<file path="config.mk">
export PLATFORM = sky130hd
export DESIGN_NAME = vga_timing_gen
export DESIGN_NICKNAME = d
export VERILOG_FILES = /design/src/rtl/vga_timing_gen.sv
export SDC_FILE = /design/constraint.sdc
export NUM_CORES = 1
export LEC_CHECK = 0
export CORE_MARGIN = 2
export CORE_UTILIZATION = 45
export CTS_CLUSTER_SIZE = 24
export DETAILED_ROUTE_END_ITERATION = 8
export HOLD_SLACK_MARGIN = 0.15
export MAX_ROUTING_LAYER = met4
export PLACE_DENSITY = 0.78
export SLEW_MARGIN = 30
export SYNTH_ARGS = -nofsm -noshare
export SYNTH_HDL_FRONTEND = slang
export SYNTH_SLANG_ARGS = --single-unit
</file>
<file path="constraint.sdc">
create_clock -name PCLK -period 6.03 [get_ports PCLK]
set_input_delay 1.206 -clock PCLK [delete_from_list [all_inputs] [get_ports PCLK]]
set_output_delay 1.206 -clock PCLK [all_outputs]
set_load 0.1 [all_outputs]
</file>
<file path="src/rtl/vga_timing_gen.sv">
// VGA raster timing generator; starts and stops only on frame boundaries.
// Optional macro VGA_TIMING_PIXDIV2_EN: counters advance every other PCLK (PCLK = 2x pixel clock).
module vga_timing_gen #(
   parameter int unsigned H_ACTIVE = 640,
   parameter int unsigned H_FP     = 16,
   parameter int unsigned H_SYNC   = 96,
   parameter int unsigned H_BP     = 48,
   parameter int unsigned V_ACTIVE = 480,
   parameter int unsigned V_FP     = 10,
   parameter int unsigned V_SYNC   = 2,
   parameter int unsigned V_BP     = 33,
   parameter bit          SYNC_POL = 1'b0
) (
   input  logic       PCLK,
   input  logic       PRESETn,
   input  logic       vga_en,
   output logic       hsync,
   output logic       vsync,
   output logic       video_on,
   output logic [9:0] pix_x,
   output logic [9:0] pix_y,
   output logic       frame_start,
   output logic       busy
);

   localparam int unsigned H_TOTAL = H_ACTIVE + H_FP + H_SYNC + H_BP;
   localparam int unsigned V_TOTAL = V_ACTIVE + V_FP + V_SYNC + V_BP;

   // 11-bit bounds so a window ending exactly at a 1024 total does not wrap.
   localparam logic [9:0]  HLast    = 10'(H_TOTAL - 1);
   localparam logic [9:0]  VLast    = 10'(V_TOTAL - 1);
   localparam logic [10:0] HActEnd  = 11'(H_ACTIVE);
   localparam logic [10:0] VActEnd  = 11'(V_ACTIVE);
   localparam logic [10:0] HSyncBeg = 11'(H_ACTIVE + H_FP);
   localparam logic [10:0] HSyncEnd = 11'(H_ACTIVE + H_FP + H_SYNC);
   localparam logic [10:0] VSyncBeg = 11'(V_ACTIVE + V_FP);
   localparam logic [10:0] VSyncEnd = 11'(V_ACTIVE + V_FP + V_SYNC);

   typedef enum logic [1:0] {StIdle, StRun, StDrain} state_e;

   state_e     state_q, state_d;
   logic [9:0] hcnt_q, hcnt_d;
   logic [9:0] vcnt_q, vcnt_d;
   logic       tick;
   logic       last_pix;

   logic       hsync_q, vsync_q, video_on_q, frame_start_q, busy_q;
   logic [9:0] pix_x_q, pix_y_q;

`ifdef VGA_TIMING_PIXDIV2_EN
   logic tick_q;

   // First cycle after leaving idle is a tick so frame_start latency matches the 1x build.
   always_ff @(posedge PCLK) begin
      if (!PRESETn) begin
         tick_q <= 1'b0;
      end else if (state_d == StIdle) begin
         tick_q <= 1'b0;
      end else begin
         tick_q <= ~tick_q;
      end
   end

   assign tick = tick_q;
`else
   assign tick = 1'b1;
`endif

   assign last_pix = (hcnt_q == HLast) && (vcnt_q == VLast);

   always_comb begin
      state_d = state_q;
      hcnt_d  = hcnt_q;
      vcnt_d  = vcnt_q;
      case (state_q)
         StIdle: begin
            hcnt_d = '0;
            vcnt_d = '0;
            if (vga_en) begin
               state_d = StRun;
            end
         end
         StRun, StDrain: begin
            if (tick) begin
               if (hcnt_q == HLast) begin
                  hcnt_d = '0;
                  vcnt_d = (vcnt_q == VLast) ? 10'd0 : vcnt_q + 10'd1;
               end else begin
                  hcnt_d = hcnt_q + 10'd1;
               end
            end
            if (vga_en) begin
               state_d = StRun;
            end else if (tick && last_pix) begin
               state_d = StIdle;
            end else begin
               state_d = StDrain;
            end
         end
         default: begin
            state_d = StIdle;
            hcnt_d  = '0;
            vcnt_d  = '0;
         end
      endcase
   end

   always_ff @(posedge PCLK) begin
      if (!PRESETn) begin
         state_q <= StIdle;
         hcnt_q  <= '0;
         vcnt_q  <= '0;
      end else begin
         state_q <= state_d;
         hcnt_q  <= hcnt_d;
         vcnt_q  <= vcnt_d;
      end
   end

   logic       active;
   logic       vis;
   logic       hs_win, vs_win;
   logic       out_upd;
   logic [10:0] hext, vext;

   assign active  = (state_q != StIdle);
   assign hext    = {1'b0, hcnt_q};
   assign vext    = {1'b0, vcnt_q};
   assign vis     = active && (hext < HActEnd) && (vext < VActEnd);
   assign hs_win  = active && (hext >= HSyncBeg) && (hext < HSyncEnd);
   assign vs_win  = active && (vext >= VSyncBeg) && (vext < VSyncEnd);
   // Idle must refresh outputs too, otherwise busy would stay high when tick is held low.
   assign out_upd = tick || !active;

   always_ff @(posedge PCLK) begin
      if (!PRESETn) begin
         hsync_q       <= ~SYNC_POL;
         vsync_q       <= ~SYNC_POL;
         video_on_q    <= 1'b0;
         pix_x_q       <= '0;
         pix_y_q       <= '0;
         frame_start_q <= 1'b0;
         busy_q        <= 1'b0;
      end else if (out_upd) begin
         hsync_q       <= hs_win ? SYNC_POL : ~SYNC_POL;
         vsync_q       <= vs_win ? SYNC_POL : ~SYNC_POL;
         video_on_q    <= vis;
         pix_x_q       <= vis ? hcnt_q : 10'd0;
         pix_y_q       <= vis ? vcnt_q : 10'd0;
         frame_start_q <= tick && active && (hcnt_q == 10'd0) && (vcnt_q == 10'd0);
         busy_q        <= active;
      end
   end

   assign hsync       = hsync_q;
   assign vsync       = vsync_q;
   assign video_on    = video_on_q;
   assign pix_x       = pix_x_q;
   assign pix_y       = pix_y_q;
   assign frame_start = frame_start_q;
   assign busy        = busy_q;

endmodule
</file>
==> flow_summary.json, run 1 <==
{
  "final_cell_mix": "dfxtp_1 (47), clkdlybuf4s50_1 (27), nor2_1 (21)",
  "coreArea_um2": 3940,
  "cp_top_family": "buffers and inverters",
  "fillers": 350,
  "grt_pass1_wl_um": 5630,
  "crit_slowest_cell": "clkdlybuf4s50_1",
  "slew_headroom_pct": 33.6,
  "fin_nets": 235,
  "gp_congestion": 0.854,
  "drt-wirelength-per-cell_um": 11.6,
  "setup_slack_ns": 3.07,
  "cts_buffer_depth": 2,
  "p_int_uw": 411,
  "synth_area_um2": 1820,
  "boundaryPins": 28,
  "synth_compound_area_share_pct": 4.61,
  "slew_viol_final": 0,
  "switching_power_uw": 120,
  "path_buf_inv": 1,
  "ys_seq_elements": 47,
  "port_buffers": 27,
  "crit_path_end_kind": "primary output",
  "syn_inst": 200,
  "setup_tns_ns": 0,
  "stdcell_count": 276,
  "p_total_uw": 532,
  "tightestPinTransition_ns": 0.993,
  "final_common_cell": "dfxtp_1",
  "grt_max_degree": 21,
  "start_kind": "flop",
  "post-dp-hpwl_um": 2250,
  "synth_top_family_by_area": "simple AND/OR/NAND/NOR gates",
  "vias": 1369,
  "grt-ovfl-total": 0,
  "pwr-share-comb_pct": 5.8,
  "die_x_um": 67.6,
  "postRouteAntennaNets": 0,
  "drt-initial-drc-count": 64,
  "place_area_um2": 2120,
  "die_h_um": 67.6,
  "drc_errors": 0,
  "yosysWarnings": 0,
  "cts_hold_buffers": 0,
  "hold_depth": 1,
  "ys_seq_area_share_pct": 51.7,
  "cp_max_fo": 1,
  "arrival_ns": 1.76,
  "avgSynthCellArea_um2": 9.10,
  "hp-class": "flop to flop",
  "synth_xor_area_share_pct": 5.78,
  "grt_pass1_vias": 1283,
  "gr-usage-met2_pct": 27.1,
  "cp.depth": 1,
  "status": "finished, final reports clean",
  "pre_cts_slack_ns": 3.23,
  "busiest_layer": "met2",
  "dr.pass1.iters": 4,
  "period_share_pct": 49.2,
  "cts-buffers-inserted": 5,
  "rr_worst_depth": 5,
  "cts.sinks": 47,
  "viasPerCell": 4.96,
  "syn2layout_area_growth_pct": 21.5,
  "cts_resized": 0,
  "fin_util_pct": 56.0,
  "totalWireLength_um": 3210,
  "cts-htree-levels": 2,
  "grt_use_met1_pct": 20.3,
  "path_cells": "clkdlybuf4s50_1",
  "pwr-share-seq_pct": 59.1,
  "synth_adder_area_share_pct": 4.13,
  "skew_ns": 0.00556,
  "cap_violations": 0,
  "swShare_pct": 22.7,
  "design_area_um2": 2210,
  "antenna_found_initial": 0,
  "fin_hold_ws_ns": 0.487,
  "rsz0062_at_grt": "no",
  "dp.cells": 269,
  "syn-num-nets": 209,
  "power_frac_clock_pct": 35.1,
  "ys_types": 31,
  "layout-drive-gt1-share_pct": 4.87,
  "power_density_nw_per_um2": 241,
  "clk_pin_slew_ns": 0.08,
  "cts_setup_buffers": 0,
  "criticalPathCategory": "flop to primary output",
  "yosys.area_share.simple_pct": 28.5,
  "grt_usage_pct": 17.3,
  "setup_violations": 0,
  "required_ns": 4.82,
  "antennaDiodeCount": 0,
  "hold_violations": 0,
  "tritoncts": "built",
  "fmax_mhz": 337,
  "layout_min_cycle_time_ns": 2.96,
  "ctsRootBufferMaster": "clkbuf_8",
  "ir_drop_uv": 93.2,
  "die_area_um2": 4570,
  "use_met3_pct": 5.00,
  "synth_mux_area_share_pct": 0.550,
  "num_rows": 23,
  "initial_core_util_pct": 46.1,
  "max_stage_delay_ns": 1.14,
  "leakagePower_nw": 0.763,
  "clock_latency_ns": 0.30
}
-- registers in the layout, summed over array words and instances, names as in the netlist --
name / count
busy: 1
frame_start: 1
state_q: 2
video_on: 1
vsync: 1
pix_x: 10
pix_y: 10
hsync: 1
hcnt_q: 10
vcnt_q: 10
-- cell families (layout without fill, tap and decap cells) --
logic type,Yosys count,after routing
xor gates and xnor gates,12,12
DFF,47,47
and+or+nand+nor,99,99
buffers and inverters,19,45
muxes,1,1
other,1,1
AOI/OAI and AO/OA,15,15
adders and majority gates,6,6
-- power by group through the flow --
stage                     clock [mW]  sequential, mW  combinational, mW
after global placement             0           0.322             0.0307
after detailed placement           0           0.322             0.0308
final                          0.187           0.314             0.0308
after CTS                      0.194           0.315             0.0309
after floorplan                    0           0.334             0.0100
after global routing           0.207           0.315             0.0338
-- metal layers --
layer  part of all wire [%]  wire length (µm)
met4                    1.3                43
met3                    4.1               132
met1                     49              1580
met2                     45              1460
met5                      0                 0
-- synth_stat cells --
cell      number  share of area (%)
or4_1          4                1.7
a31oi_1        1               0.34
and3_1         1               0.34
nor2b_1        2               0.69
clkbuf_1       6                1.2
dfxtp_1       47                 52
nor4b_1        1               0.48
nand4_1        3                1.0
inv_1         10                2.1
nor2_1        21                4.3
or3_1          4                1.4
ha_1           6                4.1
and2_2         1               0.41
o21bai_1       1               0.41
conb_1         1               0.21
clkbuf_2       2               0.55
nand2_1       15                3.1
xnor2_1       10                4.8
xor2_1         2               0.96
nor3_1         6                1.7
nand2b_1       1               0.34
mux2i_1        1               0.55
nand3_1       13                3.6
nor4_1         7                2.4
o21ai_0        4                1.1
nor4bb_1       1               0.55
o31ai_1        2               0.83
a21oi_1        7                1.9
buf_6          1               0.62
and2_1        18                6.2
or3_2          1               0.41
-- final cells by class --
cell class	count	area, µm²	share of cell area (%)
Multi-Input combinational cell	134	803	36.4
Clock inverter	1	5.00	0.227
Sequential cell	47	941	42.6
Timing Repair Buffer	28	278	12.6
Tap cell	50	62.6	2.83
Inverter	10	37.5	1.70
Clock buffer	6	82.6	3.74
-- path summary, 6_finish.rpt --
kind / start / to / slack (ns)
max: pix_x[4] / pix_x[4] / 3.07
max reg2reg: hcnt_q[0] / vcnt_q[0] / 3.66
min: hcnt_q[0] / hcnt_q[0] / 0.49
min reg2reg: hcnt_q[0] / hcnt_q[0] / 0.49
Power figures use the tool's default switching activity.
==> inputs of run 2 (changes only) <==
--- a/config.mk
+++ b/config.mk
@@ -11,7 +11,7 @@
 export DETAILED_ROUTE_END_ITERATION = 8
 export HOLD_SLACK_MARGIN = 0.15
 export MAX_ROUTING_LAYER = met4
-export PLACE_DENSITY = 0.78
+export PLACE_DENSITY = 0.8
 export SLEW_MARGIN = 30
 export SYNTH_ARGS = -nofsm -noshare
 export SYNTH_HDL_FRONTEND = slang
==> constraint.sdc (replaced) <==
create_clock -name PCLK -period 2.7 [get_ports PCLK]
set_input_delay 0.54 -clock PCLK [delete_from_list [all_inputs] [get_ports PCLK]]
set_output_delay 0.54 -clock PCLK [all_outputs]
set_load 0.1 [all_outputs]
==> run 2 against run 1 <==
Final cell count rose by 0.72%. Register-to-register slack got worse by 3.3 ns. Power rose to 2.6 times the previous value. Die area did not move.
==> flow_summary.json, run 2 (synthesis gave the netlist of run 1 again) <==
{
  "slew_viol_final": 0,
  "die_x_um": 67.6,
  "clock_latency_ns": 0.30,
  "leakagePower_nw": 0.831,
  "grt_pass1_wl_um": 5450,
  "num_rows": 23,
  "cap_violations": 0,
  "cts_setup_buffers": 0,
  "critPathMostFrequentCell": "or4_1",
  "multiInputGateArea_um2": 803,
  "fmax_mhz": 431,
  "criticalPathCategory": "flop to flop",
  "ctsRootBufferMaster": "clkbuf_8",
  "grt_usage_pct": 16.6,
  "boundaryPins": 28,
  "grt_max_degree": 21,
  "setup_slack_ns": 0.381,
  "totalWireLength_um": 3340,
  "layout-drive-gt1-share_pct": 16.2,
  "power_density_nw_per_um2": 621,
  "max_stage_delay_ns": 0.72,
  "fin_nets": 236,
  "rsz0062_at_grt": "no",
  "setup_violations": 0,
  "vias": 1402,
  "cts_buffer_depth": 2,
  "final_cell_mix": "dfxtp_1 (47), buf_4 (27), nor2_1 (21)",
  "port_buffers": 27,
  "coreArea_um2": 3940,
  "crit_path_end_kind": "flop",
  "crit_slowest_cell": "or4_1",
  "drt-wirelength-per-cell_um": 12.0,
  "skew_ns": 0.00897,
  "syn2layout_area_growth_pct": 20.9,
  "die_area_um2": 4570,
  "cts-htree-levels": 2,
  "initial_core_util_pct": 46.1,
  "start_kind": "flop",
  "postRouteAntennaNets": 0,
  "fin_util_pct": 55.8,
  "path_cells": "ha_1, nand4_1, or4_1, or4_1, a21oi_1",
  "dr.pass1.iters": 4,
  "final_common_cell": "dfxtp_1",
  "hp-class": "flop to flop",
  "antenna_found_initial": 0,
  "drt-initial-drc-count": 111,
  "required_ns": 2.94,
  "die_h_um": 67.6,
  "cts_resized": 0,
  "cts-buffers-inserted": 5,
  "grt-ovfl-total": 0,
  "cts_hold_buffers": 0,
  "period_share_pct": 85.9,
  "clk_pin_slew_ns": 0.09,
  "drc_errors": 0,
  "arrival_ns": 2.56,
  "fillers": 335,
  "pre_cts_slack_ns": 0.399,
  "layout_min_cycle_time_ns": 2.32,
  "grt_pass1_vias": 1193,
  "viasPerCell": 5.04,
  "status": "finished, final reports clean",
  "cts.sinks": 47,
  "gp_congestion": 0.840,
  "ir_drop_uv": 237,
  "cp_max_fo": 8,
  "hold_violations": 0,
  "regArea_um2": 941,
  "p_total_mw": 1.37,
  "antennaDiodeCount": 0,
  "setup_tns_ns": 0,
  "tritoncts": "built",
  "path_buf_inv": 0,
  "post-dp-hpwl_um": 2340,
  "cp_top_family": "simple AND/OR/NAND/NOR gates"
}
run 2: layout make-up:
type                    count  share of cell area [%]
clock buffers               6                    3.30
well taps                  50                    2.84
clock inverters             2                    2.73
inverters                  10                    1.71
flip-flops and latches     47                    42.8
multi-input cells         134                    36.5
repair buffers             29                    10.1
run 2: metal layers:
metal  vias to the layer above  GRT usage, %  part of all wire (%)
met5                         -             -                     0
met4                         0          9.95                   2.4
met3                         7          3.00                   5.1
met2                        47          24.9                    46
met1                       629          20.7                    47
li1                        719             -                     -
run 2: worst paths after layout:
check	end	slack, ns	start	depth (start not counted)
hold reg to reg	hcnt_q[0]	0.49	hcnt_q[0]	1
hold / removal	hcnt_q[0]	0.49	hcnt_q[0]	1
setup / recovery	vcnt_q[9]	0.38	hcnt_q[0]	5
setup reg to reg	vcnt_q[9]	0.38	hcnt_q[0]	5
run 2: worst reg2reg max path, cell delays in order, from the launching register on:
cell and delay, ns:
dfxtp_1 0.40, ha_1 0.25, nand4_1 0.29, or4_1 0.72, or4_1 0.44, a21oi_1 0.14
run 2: report_power, final:
| group | internal [mW] | switching (mW) | total, mW |
|---|---|---|---|
| sequential | 0.699 | 0.00355 | 0.702 |
| clock | 0.370 | 0.225 | 0.595 |
| combinational | 0.0188 | 0.0499 | 0.0686 |
| total | 1.09 | 0.279 | 1.37 |
run 2: stage by stage:
step           hold slack (ns)  area (µm²)  cells
3_3_place_gp             0.468        2070    270
5_1_grt                  0.532        2200    278
6_report                 0.490        2200    278
3_5_place_dp             0.483        2070    270
4_1_cts                  0.501        2200    278
2_1_floorplan            0.448        1820    200
